$ cat config.mk
export PLATFORM = sky130hd
export DESIGN_NAME = sync_fifo
export DESIGN_NICKNAME = d
export VERILOG_FILES = /design/src/rtl/adder_pipe_checker_sync_fifo.sv
export SDC_FILE = /design/constraint.sdc
export NUM_CORES = 1
export LEC_CHECK = 0
export BUFFER_PORTS_ARGS = -buffer_cell sky130_fd_sc_hd__buf_4
export CORE_ASPECT_RATIO = 0.7
export CORE_MARGIN = 2
export CORE_UTILIZATION = 40
export CTS_CLUSTER_SIZE = 30
export DETAILED_ROUTE_END_ITERATION = 6
export HOLD_SLACK_MARGIN = 0.1
export PLACE_DENSITY_LB_ADDON = 0.12
export SYNTH_ARGS = -nofsm -noshare
export SYNTH_HDL_FRONTEND = slang
export SYNTH_SLANG_ARGS = --single-unit
$ cat constraint.sdc
create_clock -name clk -period 6.5 [get_ports clk]
set_input_delay 0.325 -clock clk [delete_from_list [all_inputs] [get_ports clk]]
set_output_delay 0.325 -clock clk [all_outputs]
set_load 0.01 [all_outputs]
$ cat src/rtl/adder_pipe_checker_sync_fifo.sv
// Single-clock FIFO holding outstanding operations; a write into a full FIFO
// is accepted when a read happens in the same cycle.
module sync_fifo #(
  parameter int WIDTH = 8,
  parameter int DEPTH = 4
) (
  input  logic                     clk,
  input  logic                     reset,
  input  logic                     clear_i,
  input  logic                     wr_en_i,
  input  logic [WIDTH-1:0]         wr_data_i,
  input  logic                     rd_en_i,
  output logic [WIDTH-1:0]         rd_data_o,
  output logic                     full_o,
  output logic                     empty_o,
  output logic [$clog2(DEPTH):0]   count_o
);

  localparam int AW = $clog2(DEPTH);

  logic [WIDTH-1:0] mem_q [DEPTH];
  logic [AW-1:0]    wr_ptr_q;
  logic [AW-1:0]    rd_ptr_q;
  logic [AW:0]      count_q;
  logic             wr_ok_s;
  logic             rd_ok_s;

  assign full_o    = (count_q == (AW+1)'(DEPTH));
  assign empty_o   = (count_q == '0);
  assign count_o   = count_q;
  assign rd_data_o = mem_q[rd_ptr_q];
  assign rd_ok_s   = rd_en_i && !empty_o && !clear_i;
  assign wr_ok_s   = wr_en_i && (!full_o || rd_ok_s) && !clear_i;

  always_ff @(posedge clk or posedge reset) begin
    if (reset) begin
      wr_ptr_q <= '0;
      rd_ptr_q <= '0;
      count_q  <= '0;
    end else if (clear_i) begin
      wr_ptr_q <= '0;
      rd_ptr_q <= '0;
      count_q  <= '0;
    end else begin
      if (wr_ok_s) wr_ptr_q <= wr_ptr_q + 1'b1;
      if (rd_ok_s) rd_ptr_q <= rd_ptr_q + 1'b1;
      count_q <= count_q + (AW+1)'(wr_ok_s) - (AW+1)'(rd_ok_s);
    end
  end

  // Storage carries no reset; contents are only observed through valid pointers.
  always_ff @(posedge clk) begin
    if (wr_ok_s) mem_q[wr_ptr_q] <= wr_data_i;
  end

endmodule

# ---- Yosys cells after proc, flatten, opt, wreduce, memory -nomap -nowiden
# Memories as Yosys holds them, arrays and structs flattened.
# Index checks and enable logic that the tools add are counted.
dict set report word_totals {
  register_bits 7
  ramBits 32
  inputBits 13
  output_inout_bits 13
  word_cells 27
  n_memories 1
}
# memory words width rd rd_clocked_by_memory_dff wr line_no
set memory_table {}
lappend memory_table {mem_q 4 8 1 0 1 21} ;# logic [WIDTH-1:0] mem_q [DEPTH];
dict set report op_classes {
  addsub 4
  eq_ne 1
  n_mux 7
  n_reduce_logical 11
}
# cell count
set op_table {}
lappend op_table {{2-bit two-way mux} 4}
lappend op_table {{2-bit by 1-bit adder with 2-bit output (second input constant)} 2}
lappend op_table {{1-bit logical AND} 4}
lappend op_table {{2-bit nonzero test} 2}
lappend op_table {{3-bit by 1-bit adder with 3-bit output} 1}
lappend op_table {{3-bit equality test (second input constant)} 1}
lappend op_table {{1-bit zero test} 3}
lappend op_table {{3-bit zero test} 1}
lappend op_table {{3-bit two-way mux} 1}
lappend op_table {{3-bit by 1-bit subtractor with 3-bit output} 1}
lappend op_table {{1-bit two-way mux} 2}
lappend op_table {{1-bit logical OR} 1}

# ---- Depth between registers and ports, before layout
# Gate-level depths: netlist of run 1.
dict set report depth {
  ltp_word 10
  ltp_mapped 10
  depth_no_buf 10
}

# ---- Worst setup path after synthesis of run 1
# No wires, ideal clock.
dict set report synth_timing {
  kind {register to register}
  from {register count_q[2], in the netlist count_o[2]}
  to {register count_q[2], in the netlist count_o[2]}
  setup_time_ns 0.131
  arrival_time_ns 2.071
  t_required_ns 6.369
  setup_slack_ns 4.299
  stages_incl_launch_ff 11
  n_path_buf 0
  period_less_slack_ns 2.201
  path_cell_list {dfrtp_1 > nor4b_2 > nor3b_1 > inv_1 > ha_1 > inv_1 > ha_1 > inv_1 > fa_1 > xnor2_1 > nor2_1}
}
dict set report synth_between {
  elab_chain_len 10
  elab_cells_between_ends 12
  cone_classes {add/sub (2); eq/ne (1); mux (1); reduce/logical (8)}
}
# element line_no
set synth_lines {}
lappend synth_lines {{start, declared} 24} ;# logic [AW:0] count_q;
lappend synth_lines {{start signal, assigned} 47} ;# count_q <= count_q + (AW+1)'(wr_ok_s) - (AW+1)'(rd_ok_s);
lappend synth_lines {{3-bit zero test} 29} ;# assign empty_o = (count_q == '0);
lappend synth_lines {{1-bit zero test} 32} ;# assign rd_ok_s = rd_en_i && !empty_o && !clear_i;
lappend synth_lines {{1-bit logical AND (2 in a row)} 32}
lappend synth_lines {{1-bit logical OR} 33} ;# assign wr_ok_s = wr_en_i && (!full_o || rd_ok_s) && !clear_i;
lappend synth_lines {{1-bit logical AND (2 in a row)} 33}
lappend synth_lines {{3-bit by 1-bit adder with 3-bit output} 47}
lappend synth_lines {{3-bit by 1-bit subtractor with 3-bit output (*)} 47}
lappend synth_lines {{3-bit two-way mux (*)} 40} ;# end else if (clear_i) begin
# Mark *: on every way between the ends. The rest lies on a longest branch, timed or not.
# A chain may end at the register's enable or synchronous reset.

# ---- Worst setup path after layout of run 1
# Same ends and word-level chain as after synthesis.

==> results of run 1 <==
-- layer usage --
layer | GRT usage | vias to the layer above
met3 | 0.0475 | 6
met1 | 0.169 | 433
met5 | 0 | -
met2 | 0.220 | 19
met4 | 0.0581 | 0
li1 | - | 393
-- through the flow --
| step | hold slack (ps) | worst slack, ps |
|---|---|---|
| 6_report | 237 | 4190 |
| 5_1_grt | 230 | 3960 |
| 4_1_cts | 229 | 4180 |
| 3_5_place_dp | 288 | 4190 |
| 3_3_place_gp | 290 | 4260 |
| 2_1_floorplan | 128 | 4300 |
-- cell families (layout without fill, tap and decap cells) --
kind of cell,Yosys count,after routing,share of synthesized area
buf+inv,9,40,0.0229
flops,39,39,0.694
fa+ha+maj,7,7,0.0581
compound gates,2,2,0.00994
simple gates,19,19,0.0680
xor+xnor,4,4,0.0214
mux,10,10,0.125
-- where the power goes --
group | switching [mW] | internal [mW] | total, mW
Clock | 0.0755 | 0.0752 | 0.151
Combinational | 0.0599 | 0.0879 | 0.148
Sequential | 0.0329 | 0.290 | 0.323
-- Yosys cell counts (all sizes together) (2+ instances only) --
cell type	count	area [µm²]
and2	4	25.0
clkbuf	2	7.51
dfrtp	7	175
edfxtp	32	961
ha	6	75.1
inv	6	22.5
mux4	8	180
nand2b	2	12.5
nor2	7	26.3
nor2b	2	12.5
nor3b	2	15.0
xor2	3	26.3
-- repair_timing --
item                      in CTS  in global routing
hold buffers                   1                  0
gates resized for setup        0                  0
hold endpoints to repair       7                  0
-- sequential cells by signal, summed over array words and instances, names as in the netlist --
name and flops:
count_o 3, mem_q 32, rd_ptr_q 2, wr_ptr_q 2
-- area by class of cell --
| type | instances | area [µm²] |
|---|---|---|
| flip-flops and latches | 39 | 1140 |
| clock buffers | 7 | 76.3 |
| inverters | 6 | 22.5 |
| well taps | 52 | 65.1 |
| multi-input cells | 42 | 463 |
| fillers | 340 | 1960 |
| clock inverters | 1 | 5.00 |
| repair buffers | 26 | 198 |
-- final timing paths --
kind | startpoint | endpoint | slack, ps
max | count_o[2] | count_o[2] | 4190
min | wr_data_i[4] | mem_q[0][4] | 240
max reg2reg | count_o[2] | count_o[2] | 4190
min reg2reg | wr_ptr_q[1] | wr_ptr_q[1] | 600
max in group asynchronous | reset | wr_ptr_q[0] | 5730
min in group asynchronous | reset | count_o[1] | 540
==> summary.txt, run 1 <==
Run status
  – Status: complete, no violations

Drt
  – Total Routed Length: 2730 µm
  – Met2 Routed Length: 1370 µm
  – Avg Vias per Cell: 4.92
  – First-pass iteration count of the detailed router: 4
  – Sum of routed wire segments on met1: 1210 µm
  – Met3 wirelength from detailed routing: 109 µm
  – Antenna violation net count after detailed routing: 0
  – Number of DRC markers after the initial detailed-route iteration: 29
  – Top metal layer carrying routed signals: met4
  – Post-DR wirelength/cell: 15.8 µm
  – Total number of vias: 851
  – Drc violations: 0

Floorplanning
  – Initial standard-cell utilization of the core: 0.417
  – Die X-Extent: 80.5 µm
  – Height of the die: 57.5 µm
  – Rows: 19
  – Full die area: 4630 µm²
  – IO Pins: 26
  – Placeable core region: 3920 µm²

Final layout
  – Most common cell after layout, fill and taps aside: edfxtp_1
  – Top library cells by usage in the layout, fill and taps aside: 32 x edfxtp_1, 25 x buf_4, 8 x mux4_2, 7 x nor2_1, 7 x dfrtp_1
  – Post-route cell area: 1970 µm²
  – Fraction of final layout cells sized beyond drive strength 1: 0.339
  – Number of nets in the final layout: 140
  – Number of inserted diodes: 0
  – Layout Area Growth over Synthesis: 20.1%
  – Fin util: 0.501
  – Cell Count, Final, Fillers Out: 173

Yosys
  – Dominant synthesized flop cell: edfxtp_1
  – Avg Cell Area, Syn: 18.2 µm²
  – Portion of the post-synthesis area used by sequential elements: 0.694
  – Count of yosys warnings during synthesis: 0
  – Number of cells produced by synthesis: 90
  – EDFF count, synth: 32
  – Total standard cell area after synthesis: 1640 µm²
  – Async set or reset register ratio after synthesis: 0.179
  – Number of different library cells in the post-synthesis netlist: 21
  – Number of synthesized register bits: 39
  – Number of nets produced by synthesis: 110

Timing
  – Setup TNS: 0 ps
  – Fmax achieved: 433 MHz
  – Tightest Pin Transition: 655 ps
  – Slew margin rel.: 0.563
  – RSZ-0062 raised after global routing: no
  – Hold Violations, Final: 0
  – Final clock period utilization by the worst path: 0.355
  – Number of slew-limit violations in the final report: 0
  – Max Clock Skew: 6.60 ps
  – Period minus WS final: 2310 ps
  – Setup Viol. Count Final: 0

Setup path
  – Worst reg-to-reg path cell count: 10
  – Data required time at the worst endpoint: 6680 ps
  – Number of buffers and inverters on the critical path: 3
  – Kind of critical path: reg2reg
  – Cell breakdown of the critical path: nor4b_2 > nor3b_1 > inv_1 > ha_1 > inv_1 > ha_1 > inv_1 > fa_1 > xnor2_1 > nor2_1
  – Crit path max-delay family: adder cells
  – Logic depth of the worst setup path including buffers: 10
  – Worst endpoint data arrival time: 2490 ps
  – Type of element capturing the critical path: register
  – Critical Path Slowest Stage Cell: dfrtp_1
  – Crit path max fanout: 7
  – Max incr delay on CP: 440 ps
  – Cell with the most instances on the worst path: inv_1
  – Startpoint class of the critical path: register

Placed design
  – Final GP Congestion: 0.724
  – Placed instance area: 1870 µm²
  – Post-placement cell count: 164
  – Count of input and output buffers: 25
  – Half-perimeter wire length after placement: 1830 µm

Clock network
  – Number of H-tree branching levels: 2
  – Clock latency at the later pin of the worst-skew pair: 280 ps
  – TritonCTS Buffers: 5
  – CTS tree: built
  – Clock tree buffer depth: 2
  – Clock slew at reported path FFs: 70 ps
  – CTS Root Buffer Type: clkbuf_8
  – # Post-CTS Setup Buffers: 0
  – CTS sink cnt: 39

Worst hold path
  – Worst min path class: in2reg
  – Hold path cells: 1

Global route
  – Overall overflow remaining after global route: 0
  – Via count of the first global-routing pass: 895
  – Combined global-route utilization of all metal layers: 0.136
  – Antenna violations before repair: 0
  – Global-route wire length before repair: 4290 µm
  – Maximum number of pins on one net before global-route repair: 12

Power
  – Overall power after layout: 0.621 mW
  – Leakage power total: 0.745 nW
  – Worst VDD drop: 171 µV
  – Power per cell area: 316 nW/µm²

Flow run
  – Max capacitance violation total: 0
No activity file was read; power rests on OpenSTA's default activity.
==> inputs of run 2 (changes only) <==
Clock period 6.5 ns to 2 ns, I/O delays scaled along.
==> summary.txt, run 2 (same netlist as run 1, synthesis figures left out) <==
Global route
  – Overall overflow remaining after global route: 0 (unchanged)
  – Global-route wire length before repair: 4490 µm (was 4290 µm)
  – Antenna violations before repair: 0 (unchanged)
  – Combined global-route utilization of all metal layers: 0.137 (was 0.136)
  – Maximum number of pins on one net before global-route repair: 14 (was 12)
  – Via count of the first global-routing pass: 942 (was 895)

Power
  – Combinational power share: 0.290 (was 0.238)
  – Overall power after layout: 2.36 mW (was 0.621 mW)
  – Psw: 0.629 mW (was 0.168 mW)
  – Worst VDD drop: 504 µV (was 171 µV)
  – Internal: 1.73 mW (was 0.453 mW)
  – Switching portion of total power: 0.267 (was 0.271)
  – Power share of the clock group: 0.276 (was 0.243)
  – Sequential group share of total power: 0.434 (was 0.519)
  – Power per cell area: 1060 nW/µm² (was 316 nW/µm²)
  – Leakage power total: 0.859 nW (was 0.745 nW)

Timing
  – Final setup slack of the worst path: -26.4 ps (was 4190 ps)
  – Tightest Pin Transition: 445 ps (was 655 ps)
  – Setup TNS: -37.1 ps (was 0 ps)
  – Worst hold slack after final layout: 40.7 ps (was 237 ps)
  – Setup Viol. Count Final: 2 (was 0)
  – Max Clock Skew: 9.08 ps (was 6.60 ps)
  – Slew margin rel.: 0.703 (was 0.563)
  – Number of slew-limit violations in the final report: 0 (unchanged)
  – Final clock period utilization by the worst path: 1.01 (was 0.355)
  – RSZ-0062 raised after global routing: yes (was no)
  – Period minus WS final: 2030 ps (was 2310 ps)
  – Fmax achieved: 493 MHz (was 433 MHz)
  – Hold Violations, Final: 0 (unchanged)

Final layout
  – Fraction of final layout cells sized beyond drive strength 1: 0.447 (was 0.339)
  – Post-route cell area: 2230 µm² (was 1970 µm²)
  – Max FFs per register: 32 (unchanged)
  – Layout Area Growth over Synthesis: 36.5% (was 20.1%)
  – Fillers: 304 (was 340)
  – Number of inserted diodes: 0 (unchanged)
  – Largest reg by FF count: mem_q (unchanged)
  – Top library cells by usage in the layout, fill and taps aside: 34 x buf_4, 32 x edfxtp_1, 11 x dlygate4sd3_1, 8 x mux4_2, 7 x nor2_1 (was 32 x edfxtp_1, 25 x buf_4, 8 x mux4_2, 7 x nor2_1, 7 x dfrtp_1)
  – Most common cell after layout, fill and taps aside: buf_4 (was edfxtp_1)
  – Fin util: 0.570 (was 0.501)
  – Number of nets in the final layout: 160 (was 140)
  – Cell Count, Final, Fillers Out: 193 (was 173)

Setup path
  – CP endpoint: count_o[2] (unchanged)
  – End of the worst register-to-register path: count_o[2] (unchanged)
  – Crit path max fanout: 3 (was 7)
  – Logic depth of the worst setup path including buffers: 10 (unchanged)
  – Launch point of the worst reg-to-reg path: count_o[0] (was count_o[2])
  – Crit path max-delay family: adder cells (unchanged)
  – Timing startpoint of the critical path: count_o[0] (was count_o[2])
  – Worst endpoint data arrival time: 2210 ps (was 2490 ps)
  – Number of buffers and inverters on the critical path: 3 (unchanged)
  – Data required time at the worst endpoint: 2190 ps (was 6680 ps)
  – Critical Path Slowest Stage Cell: dfrtp_2 (was dfrtp_1)
  – Worst reg-to-reg setup slack: -30 ps (was 4190 ps)
  – Worst reg-to-reg path cell count: 10 (unchanged)
  – Startpoint class of the critical path: register (unchanged)
  – Kind of critical path: reg2reg (unchanged)
  – Type of element capturing the critical path: register (unchanged)
  – Cell breakdown of the critical path: nor4b_4 > nor3b_2 > inv_1 > ha_4 > inv_2 > ha_4 > inv_2 > fa_2 > xnor2_1 > nor2_1 (was nor4b_2 > nor3b_1 > inv_1 > ha_1 > inv_1 > ha_1 > inv_1 > fa_1 > xnor2_1 > nor2_1)
  – Max incr delay on CP: 440 ps (about the same)

Clock network
  – Number of H-tree branching levels: 2 (unchanged)
  – CTS tree: built (unchanged)
  – TritonCTS Buffers: 5 (unchanged)
  – Clock slew at reported path FFs: 80 ps (was 70 ps)
  – Clock latency at the later pin of the worst-skew pair: 290 ps (was 280 ps)
  – CTS Root Buffer Type: clkbuf_8 (unchanged)
  – Clock tree buffer depth: 2 (unchanged)
  – CTS sink cnt: 39 (unchanged)
  – Number of buffers added to fix hold violations after cts: 11 (was 1)

Drt
  – Total number of vias: 942 (was 851)
  – Total Routed Length: 2930 µm (was 2730 µm)
  – Number of DRC markers after the initial detailed-route iteration: 40 (was 29)
  – Antenna violation net count after detailed routing: 0 (unchanged)
  – Drc violations: 0 (unchanged)
  – First-pass iteration count of the detailed router: 4 (unchanged)
  – Avg Vias per Cell: 4.88 (was 4.92)
  – Post-DR wirelength/cell: 15.2 µm (was 15.8 µm)

Floorplanning
  – Full die area: 4630 µm² (unchanged)
  – Placeable core region: 3920 µm² (unchanged)
  – IO Pins: 26 (unchanged)
  – Initial standard-cell utilization of the core: 0.417 (unchanged)
  – Rows: 19 (unchanged)
  – Die X-Extent: 80.5 µm (unchanged)
  – Height of the die: 57.5 µm (unchanged)

Flow run
  – Max capacitance violation total: 0 (unchanged)

Placed design
  – Post-placement cell count: 170 (was 164)
  – Count of input and output buffers: 25 (unchanged)
  – Placed instance area: 1960 µm² (was 1870 µm²)
  – Half-perimeter wire length after placement: 1950 µm (was 1830 µm)
  – Setup WS pre-CTS: -37.1 ps (was 4190 ps)
  – Final GP Congestion: 0.767 (was 0.724)

Worst hold path
  – Worst min path class: in2reg (unchanged)

Run status
  – Violations in the final reports: setup timing
  – Status: finished with violations (was complete, no violations)
## run 2: cell count changes in the layout (fill, tap and decap cells not counted), moves of 2 or more
cell	before	now
inv_2	0	2
clkbuf_1	2	0
inv_1	6	4
ha_4	0	2
dfrtp_1	7	4
ha_1	6	4
dlygate4sd3_1	1	11
buf_4	25	34
dfrtp_2	0	3
## run 2: worst min-delay path by stage
| stage | start | endpoint | slack (ps) | cells past startpoint |
|---|---|---|---|---|
| floorplan | reset | count_o[0] | -100 | 1 |
| finish | clear_i | count_o[1] | 40 | 2 |
| global placement | reset | wr_ptr_q[0] | 60 | 2 |
| CTS | clear_i | count_o[1] | 40 | 2 |
| detailed placement | reset | wr_ptr_q[0] | 70 | 2 |
| global route | clear_i | count_o[1] | 50 | 2 |
## run 2: worst register-to-register path, stage by stage (launching register included)
cell and delay, ps:
dfrtp_2 440, nor4b_4 310, nor3b_2 90, inv_1 100
ha_4 210, inv_2 60, ha_4 120, inv_2 30
fa_2 350, xnor2_1 170, nor2_1 60
## run 2: layout make-up
cell class / instances / area, µm² / share of cell area
flip-flops and latches: 39 / 1140 / 0.510
multi-input cells: 42 / 509 / 0.228
repair buffers: 46 / 385 / 0.172
clock buffers: 5 / 68.8 / 0.0308
well taps: 52 / 65.1 / 0.0291
clock inverters: 3 / 43.8 / 0.0196
inverters: 6 / 22.5 / 0.0101
## run 2: power groups by stage
| stage | Sequential (mW) | Combinational [mW] | Clock [mW] |
|---|---|---|---|
| floorplan | 1.02 | 0.339 | 0 |
| global placement | 1.04 | 0.603 | 0 |
| detailed placement | 1.04 | 0.604 | 0 |
| CTS | 1.03 | 0.638 | 0.662 |
| global route | 1.03 | 0.742 | 0.695 |
| finish | 1.02 | 0.684 | 0.652 |
## run 2: metal layers
layer,GRT usage,vias to the layer above,share of wire
met5,0,-,0
met4,0.0581,0,0.012
met3,0.0427,6,0.043
met2,0.221,19,0.52
met1,0.174,480,0.43
li1,-,437,-
## run 2: what timing repair did
item                                   4_1_cts  5_1_grt
resized for setup                            1        6
pin swaps                                    1        4
endpoints found under the hold margin       44        3
setup buffers                                1        3
setup endpoints to repair                    2        3
